--- src/rtl/hazard_ctrl.sv ---
// Pipeline hazard controller: load-use / branch-operand stalls, redirect flush,
// data-memory wait freeze with sticky timeout, and saturating event counters.
module hazard_ctrl #(
  parameter int CNT_W   = 16,
  parameter int TIMEOUT = 255
) (
  input  logic             clk,
  input  logic             rst,
  input  logic [4:0]       id_rs1,
  input  logic [4:0]       id_rs2,
  input  logic             id_use_rs1,
  input  logic             id_use_rs2,
  input  logic             id_branch,
  input  logic             id_jump,
  input  logic             id_redirect,
  input  logic [4:0]       ex_rd,
  input  logic             ex_reg_we,
  input  logic             ex_mem_read,
  input  logic [4:0]       mem_rd,
  input  logic             mem_reg_we,
  input  logic             mem_mem_read,
  input  logic             dmem_req,
  input  logic             dmem_ready,
  output logic             pc_stall,
  output logic             if_id_stall,
  output logic             if_id_flush,
  output logic             id_ex_flush,
  output logic             freeze,
  output logic             mem_timeout,
  output logic [CNT_W-1:0] stall_cnt,
  output logic [CNT_W-1:0] flush_cnt
);

  localparam int WAIT_W = (TIMEOUT < 1) ? 1 : $clog2(TIMEOUT + 1);
  localparam logic [WAIT_W-1:0] WAIT_MAX = WAIT_W'(TIMEOUT);

  typedef enum logic {RUN, MEM_WAIT} state_e;

  state_e            state_q, state_d;
  logic [WAIT_W-1:0] wait_q, wait_d;
  logic              timeout_q, timeout_d;
  logic [CNT_W-1:0]  stall_cnt_q, stall_cnt_d;
  logic [CNT_W-1:0]  flush_cnt_q, flush_cnt_d;

  logic mem_busy, frz, ex_hit, mem_hit, load_use, br_hazard, stall, redirect_flush;

  // A load sitting in MEM always writes back, so only the load flag matters there.
  logic unused_mem_we;
  assign unused_mem_we = mem_reg_we;

  function automatic logic src_match(input logic [4:0] rd, input logic [4:0] rs,
                                     input logic use_src);
    return use_src && (rd != 5'd0) && (rd == rs);
  endfunction

  function automatic logic [CNT_W-1:0] sat_inc(input logic [CNT_W-1:0] v);
    return (&v) ? v : v + CNT_W'(1);
  endfunction

  always_comb begin
    mem_busy       = dmem_req & ~dmem_ready;
    frz            = mem_busy & ~rst;
    ex_hit         = src_match(ex_rd, id_rs1, id_use_rs1) | src_match(ex_rd, id_rs2, id_use_rs2);
    mem_hit        = src_match(mem_rd, id_rs1, id_use_rs1) | src_match(mem_rd, id_rs2, id_use_rs2);
    load_use       = ex_mem_read & ex_reg_we & ex_hit;
    br_hazard      = (id_branch | id_jump) & ((ex_reg_we & ex_hit) | (mem_mem_read & mem_hit));
    stall          = (load_use | br_hazard) & ~frz;
    redirect_flush = id_redirect & ~stall & ~frz;
  end

  assign freeze      = frz;
  assign pc_stall    = frz | stall;
  assign if_id_stall = frz | stall;
  assign id_ex_flush = stall;
  assign if_id_flush = redirect_flush;
  assign mem_timeout = timeout_q;
  assign stall_cnt   = stall_cnt_q;
  assign flush_cnt   = flush_cnt_q;

  always_comb begin
    state_d     = state_q;
    wait_d      = wait_q;
    stall_cnt_d = stall_cnt_q;
    flush_cnt_d = flush_cnt_q;
    case (state_q)
      RUN: begin
        wait_d = '0;
        if (mem_busy) state_d = MEM_WAIT;
      end
      MEM_WAIT: begin
        if (dmem_ready) begin
          state_d = RUN;
          wait_d  = '0;
        end else if (wait_q != WAIT_MAX) begin
          wait_d = wait_q + WAIT_W'(1);
        end
      end
      default: state_d = RUN;
    endcase
    // The FSM keeps waiting past the limit; only the flag reports it.
    timeout_d = timeout_q | ((state_q == MEM_WAIT) && !dmem_ready && (wait_d == WAIT_MAX));
    if (stall | frz)    stall_cnt_d = sat_inc(stall_cnt_q);
    if (redirect_flush) flush_cnt_d = sat_inc(flush_cnt_q);
  end

  always_ff @(posedge clk) begin
    if (rst) begin
      state_q     <= RUN;
      wait_q      <= '0;
      timeout_q   <= 1'b0;
      stall_cnt_q <= '0;
      flush_cnt_q <= '0;
    end else begin
      state_q     <= state_d;
      wait_q      <= wait_d;
      timeout_q   <= timeout_d;
      stall_cnt_q <= stall_cnt_d;
      flush_cnt_q <= flush_cnt_d;
    end
  end

endmodule

--- config.mk ---
export PLATFORM = sky130hd
export DESIGN_NAME = hazard_ctrl
export DESIGN_NICKNAME = d
export VERILOG_FILES = /design/src/rtl/hazard_ctrl.sv
export SDC_FILE = /design/constraint.sdc
export NUM_CORES = 1
export LEC_CHECK = 0
export CAP_MARGIN = 30
export CORE_UTILIZATION = 45
export DETAILED_ROUTE_END_ITERATION = 16
export GPL_TIMING_DRIVEN = 1
export PLACE_DENSITY = 0.79
export SLEW_MARGIN = 10
export SYNTH_ARGS = -nofsm -noshare
export SYNTH_HDL_FRONTEND = slang
export SYNTH_SLANG_ARGS = --single-unit
--- constraint.sdc ---
create_clock -name clk -period 3.23 [get_ports clk]
set_input_delay 0.646 -clock clk [delete_from_list [all_inputs] [get_ports clk]]
set_output_delay 0.646 -clock clk [all_outputs]
set_load 0.01 [all_outputs]
* Yosys cells after proc, flatten, opt, wreduce, memory -nomap -nowiden *
Index checks and enable logic that the tools add are counted.

storage, ports and cells
  output and inout port bits = 38
  latch bits = 0
  memory bits (writable) = 0
  ROM bits = 0
  flip-flop bits (word level) = 42
  input port bits = 33
  memories kept = 0
  word-level logic and storage cells = 61

cells by class
  $mul = 0
  $lt $le $gt $ge = 0
  add/subtract/negate cells = 3
  shifts and indexed selects = 0
  eq/ne operators = 6
  reduce and logical (&&, ||, !) cells = 17
  bitwise gates (word level) = 24
  mux-type cells = 6
  div/mod/pow operators = 0

operators with widths
  operator                 number
  $add A16 B1 Y16 const B  2
  $reduce_and A16 Y1       2
  $eq A5 B5 Y1             4
  $mux W8                  2
  $pmux W8 S2              1
  $and A1 B1 Y1            10
  $logic_and A1 B1 Y1      10
  $reduce_bool A5 Y1       2
  $add A8 B1 Y8 const B    1
  $eq A8 B8 Y1 const B     1
  $ne A8 B8 Y1 const B     1
  $not A1 Y1               7
  $or A1 B1 Y1             7
  $reduce_and A2 Y1        2
  $mux W1                  2
  $pmux W1 S2              1
  $logic_not A1 Y1         1

* Longest topological paths before layout *
  word-level depth = 13
  gate-level depth with buffers = 9
  mapped depth without buffers = 8

* Least setup slack after synthesis *
OpenSTA, ideal clock, no wires.

  path kind = input port to output port
  start = in rst
  end = out pc_stall
  data required time = 2.584 ns
  path buffers = 3
  cell stages on the path = 6
  slack = 0.612 ns
  arrival time = 1.972 ns
  path through = buf_2 nor3b_1 a221oi_4 clkbuf_1 inv_1 buf_4

on the way
  longest elaborated chain between the ends = 5

RTL lines
  item             line  text
  start, declared  8     input logic rst,
  $not A1 Y1 *     62    frz = mem_busy & ~rst;
  $and A1 B1 Y1 *  62
  via freeze       28    output logic freeze,
  $not A1 Y1       67    stall = (load_use | br_hazard) & ~frz;
  $and A1 B1 Y1    67
  $or A1 B1 Y1 *   n/a
  end, declared    24    output logic pc_stall,

Mark *: on every way through the listed nets, which the timed path passes. The rest lies on a longest branch.

* Worst setup path after layout *
  start = in id_rs2[4]
  end = out id_ex_flush

on the way
  longest elaborated chain between the ends = 8
  elaborated cells between the ends (all ways) = 13
  those cells by class = eq/ne (2); bitwise (9); reduce/logical (2)

RTL lines
  item                             line    text
  start, declared                  10      input logic [4:0] id_rs2,
  $eq A5 B5 Y1                     53      return use_src && (rd != 5'd0) && (rd == rs);
  $logic_and A1 B1 Y1              53
  $or A1 B1 Y1 (on tied branches)  63, 64
  $and A1 B1 Y1                    66      br_hazard = (id_branch | id_jump) & ((ex_reg_we & ex_hit) | (mem_mem_read & mem_hit));
  $or A1 B1 Y1                     66
  $and A1 B1 Y1                    66
  $or A1 B1 Y1 *                   67
  $and A1 B1 Y1 *                  67
  end, declared                    27      output logic id_ex_flush,

Every way passes the cells marked *; elsewhere a longest branch is shown, timed or not.

==> metrics.cfg <==
[run_status]
status=completed

[setup_path]
cp.required_ns=2.58
critical_path.top_delay_family=buffers and inverters
cp_num_buf_inv=2
slowest_delay_ns=0.55
critPathKind=in -> out
cp-start-kind=primary input
crit_cells=7
reg2reg_depth=6
crit_top_cell=clkdlybuf4s50_1
path_max_fanout=2
r2r-start=flush_cnt[0]
worstPathArrival_ns=2.44
cp-end-kind=output pin
critPathSlowestCell=clkdlybuf4s50_1
crit_chain=clkdlybuf4s50_1 -> xnor2_1 -> nand4_1 -> o22ai_2 -> a22oi_1 -> nor2_1 -> clkdlybuf4s50_1
rr_endpoint=flush_cnt[11]
r2r_setup_slack_ns=1.12

[clock_tree]
clkTransAtPathRegs_ns=0.07
h-tree-depth=2
cts.sink_count=42
clock_latency_ns=0.30
cts_tree=built
clockBufferDepth=2
numCtsBuffers=5
cts-root-buf=clkbuf_8
postCtsSetupBuffers=0

[global_route]
grt_pass1_vias=2092
antenna_found_initial=0
grt_max_degree=37
grt_use_total=0.211
grt_pass1_wl_um=9070
grt_overflow=0

[drt]
firstDrtPassIters=5
drc=0
wl_um=5640
dr_total_vias=2324
routed_via_density=5.38
avgRoutedWirePerCell_um=13.1
drt_iter0_markers=88
final_antenna_net_count=0

[placed_design]
hpwl_um=4140
pre_cts_ws_ns=-0.0704
port_buffers=69
gp_congestion=0.807

[sta]
relSlewSlack=0.706
tightest_slew_ns=0.439
setup_viol=0
rsz0062_at_grt=false
setup_tns_ns=0
post-route-period-util=0.955
fin_ws_ns=0.144
final-hold-violation-count=0
slew_viol_final=0
post-route-min-period_ns=3.09
max_clock_freq_mhz=324
fin_worst_skew_ns=0.00799

[final_layout]
syn_to_final_growth_pct=38.7
layout_commonest_cell=clkdlybuf4s50_1
final_cell_mix=58 x clkdlybuf4s50_1, 43 x nor2_1, 42 x dfxtp_1
n_antenna_cell=0
nFillCells=436
drive_above_1_share=0.0685
fin_nets=400

[power_and_ir_drop]
p_int_mw=0.776
clock_power_share=0.339
ir_worst_vdd_mv=0.239
power.share.switching=0.241
p_leak_nw=1.20
switchingPower_mw=0.246
power_mw=1.02
p_per_area_nw_per_um2=313
pwr-share-seq=0.518
combPwrFrac=0.143

[worst_hold_path]
hold_start=mem_timeout
hold_depth=1
whs_endpoint=mem_timeout
hold_class=reg -> reg

[synthesis]
yosysSeqAreaShare=0.357
ys_types=41
syn_area_per_cell_um2=8.02
yosys_warnings=0
syn-cell-area_um2=2360
postSynthCellCount=294
synthesis.nets=330
ys_ff_latch=42

[floorplanning]
ioPinCount=71
chipWidth_um=74.4
rows=25
start_util=0.483
die-height_um=74.4
core_area_um2=4880
die_area_um2=5530

[flow_run]
cap_violations=0

routing by layer:
metal  track usage  routed length, µm  part of all wire
met1         0.250               2510              0.45
met4        0.0692                 62             0.011
met2         0.378               2690              0.48
met5             0                  0                 0
met3        0.0407                380             0.067
through the flow:
| stage | std cells | area (µm²) | util | hold WS [ns] |
|---|---|---|---|---|
| 2_1_floorplan | 294 | 2360 | - | 0.462 |
| 3_3_place_gp | 424 | 3130 | 0.641 | 0.473 |
| 3_5_place_dp | 424 | 3130 | 0.641 | 0.467 |
| 4_1_cts | 432 | 3230 | 0.662 | 0.485 |
| 5_1_grt | 432 | 3270 | 0.670 | 0.506 |
| 6_report | 432 | 3270 | 0.670 | 0.480 |
synthesized netlist by cell type:
| master | number | area share |
|---|---|---|
| a22oi_1 | 1 | 0.0032 |
| or4_1 | 4 | 0.013 |
| nand3_1 | 15 | 0.032 |
| buf_4 | 1 | 0.0032 |
| or2_2 | 1 | 0.0027 |
| nand2_1 | 21 | 0.033 |
| nand2b_1 | 4 | 0.011 |
| mux2_2 | 2 | 0.0096 |
| a21oi_1 | 17 | 0.036 |
| nor3b_1 | 2 | 0.0064 |
| nor4b_1 | 2 | 0.0074 |
| inv_1 | 7 | 0.011 |
| buf_1 | 1 | 0.0016 |
| xor2_1 | 4 | 0.015 |
| xnor2_1 | 37 | 0.14 |
| nand4_1 | 15 | 0.040 |
| and3_1 | 10 | 0.027 |
| o22ai_1 | 1 | 0.0027 |
| nor2_1 | 43 | 0.068 |
| and4_1 | 2 | 0.0074 |
| a31oi_1 | 1 | 0.0027 |
| o211ai_1 | 1 | 0.0032 |
| mux2i_1 | 2 | 0.0085 |
| nor2b_1 | 2 | 0.0053 |
| a31o_2 | 1 | 0.0037 |
| clkbuf_1 | 9 | 0.014 |
| and2_1 | 4 | 0.011 |
| buf_2 | 2 | 0.0042 |
| o21ai_0 | 5 | 0.011 |
| dfxtp_1 | 42 | 0.36 |
| o22ai_2 | 1 | 0.0053 |
| a221oi_4 | 1 | 0.011 |
| or3_1 | 2 | 0.0053 |
| a32o_1 | 1 | 0.0042 |
| and4b_1 | 1 | 0.0042 |
| nor4_1 | 3 | 0.0080 |
| nand3_2 | 1 | 0.0042 |
| a311oi_1 | 1 | 0.0037 |
| ha_1 | 3 | 0.016 |
| o31ai_1 | 6 | 0.019 |
| nor3_1 | 15 | 0.032 |
flip-flops by register name (all words and copies together) (netlist names):
name,count
flush_cnt,16
stall_cnt,16
wait_q,8
mem_timeout,1
state_q,1
worst reg2reg max path: stages (launching register included):
cell and delay, ns:
dfxtp_1 0.36, ha_1 0.23, and3_1 0.25, nand4_1 0.26, nand3_2 0.26, or4_1 0.54
a21oi_1 0.15
area by class of cell:
type,instances,area (µm²),area share
Clock inverter,1,5.00,0.00153
Clock buffer,7,86.3,0.0264
Sequential cell,42,841,0.257
Timing Repair Buffer,76,771,0.236
Multi-Input combinational cell,232,1460,0.445
Tap cell,67,83.8,0.0256
Inverter,7,26.3,0.00804
logic make-up after synthesis:
logic type      count (synthesis)  share of synthesized area
compound gates                 37                      0.106
xor+xnor                       41                      0.152
fa+ha+maj                       3                     0.0159
buf+inv                        20                     0.0345
flops                          42                      0.357
mux                             4                     0.0180
simple gates                  147                      0.317
worst max-delay path by stage:
stage	from	endpoint
final	id_rs2[4]	id_ex_flush
after CTS	ex_rd[1]	if_id_flush
after global placement	mem_rd[4]	if_id_stall
after global routing	id_rs2[4]	id_ex_flush
after floorplan	rst	pc_stall
after detailed placement	mem_rd[0]	if_id_stall
power groups by stage:
stage / combinational [mW] / clock [mW] / sequential (mW)
floorplan: 0.0666 / 0 / 0.543
global placement: 0.143 / 0 / 0.542
detailed placement: 0.145 / 0 / 0.542
CTS: 0.147 / 0.356 / 0.530
global route: 0.159 / 0.380 / 0.531
finish: 0.147 / 0.346 / 0.530
repair_timing:
action / 4_1_cts / 5_1_grt
hold endpoints to repair: 0 / 0
gates resized for setup: 2 / 13
endpoints found under the setup margin: 3 / 4
pin swaps: 2 / 2
hold buffers: 0 / 0
gates cloned: 0 / 0
Note: power is estimated with default switching activity, not from simulation.
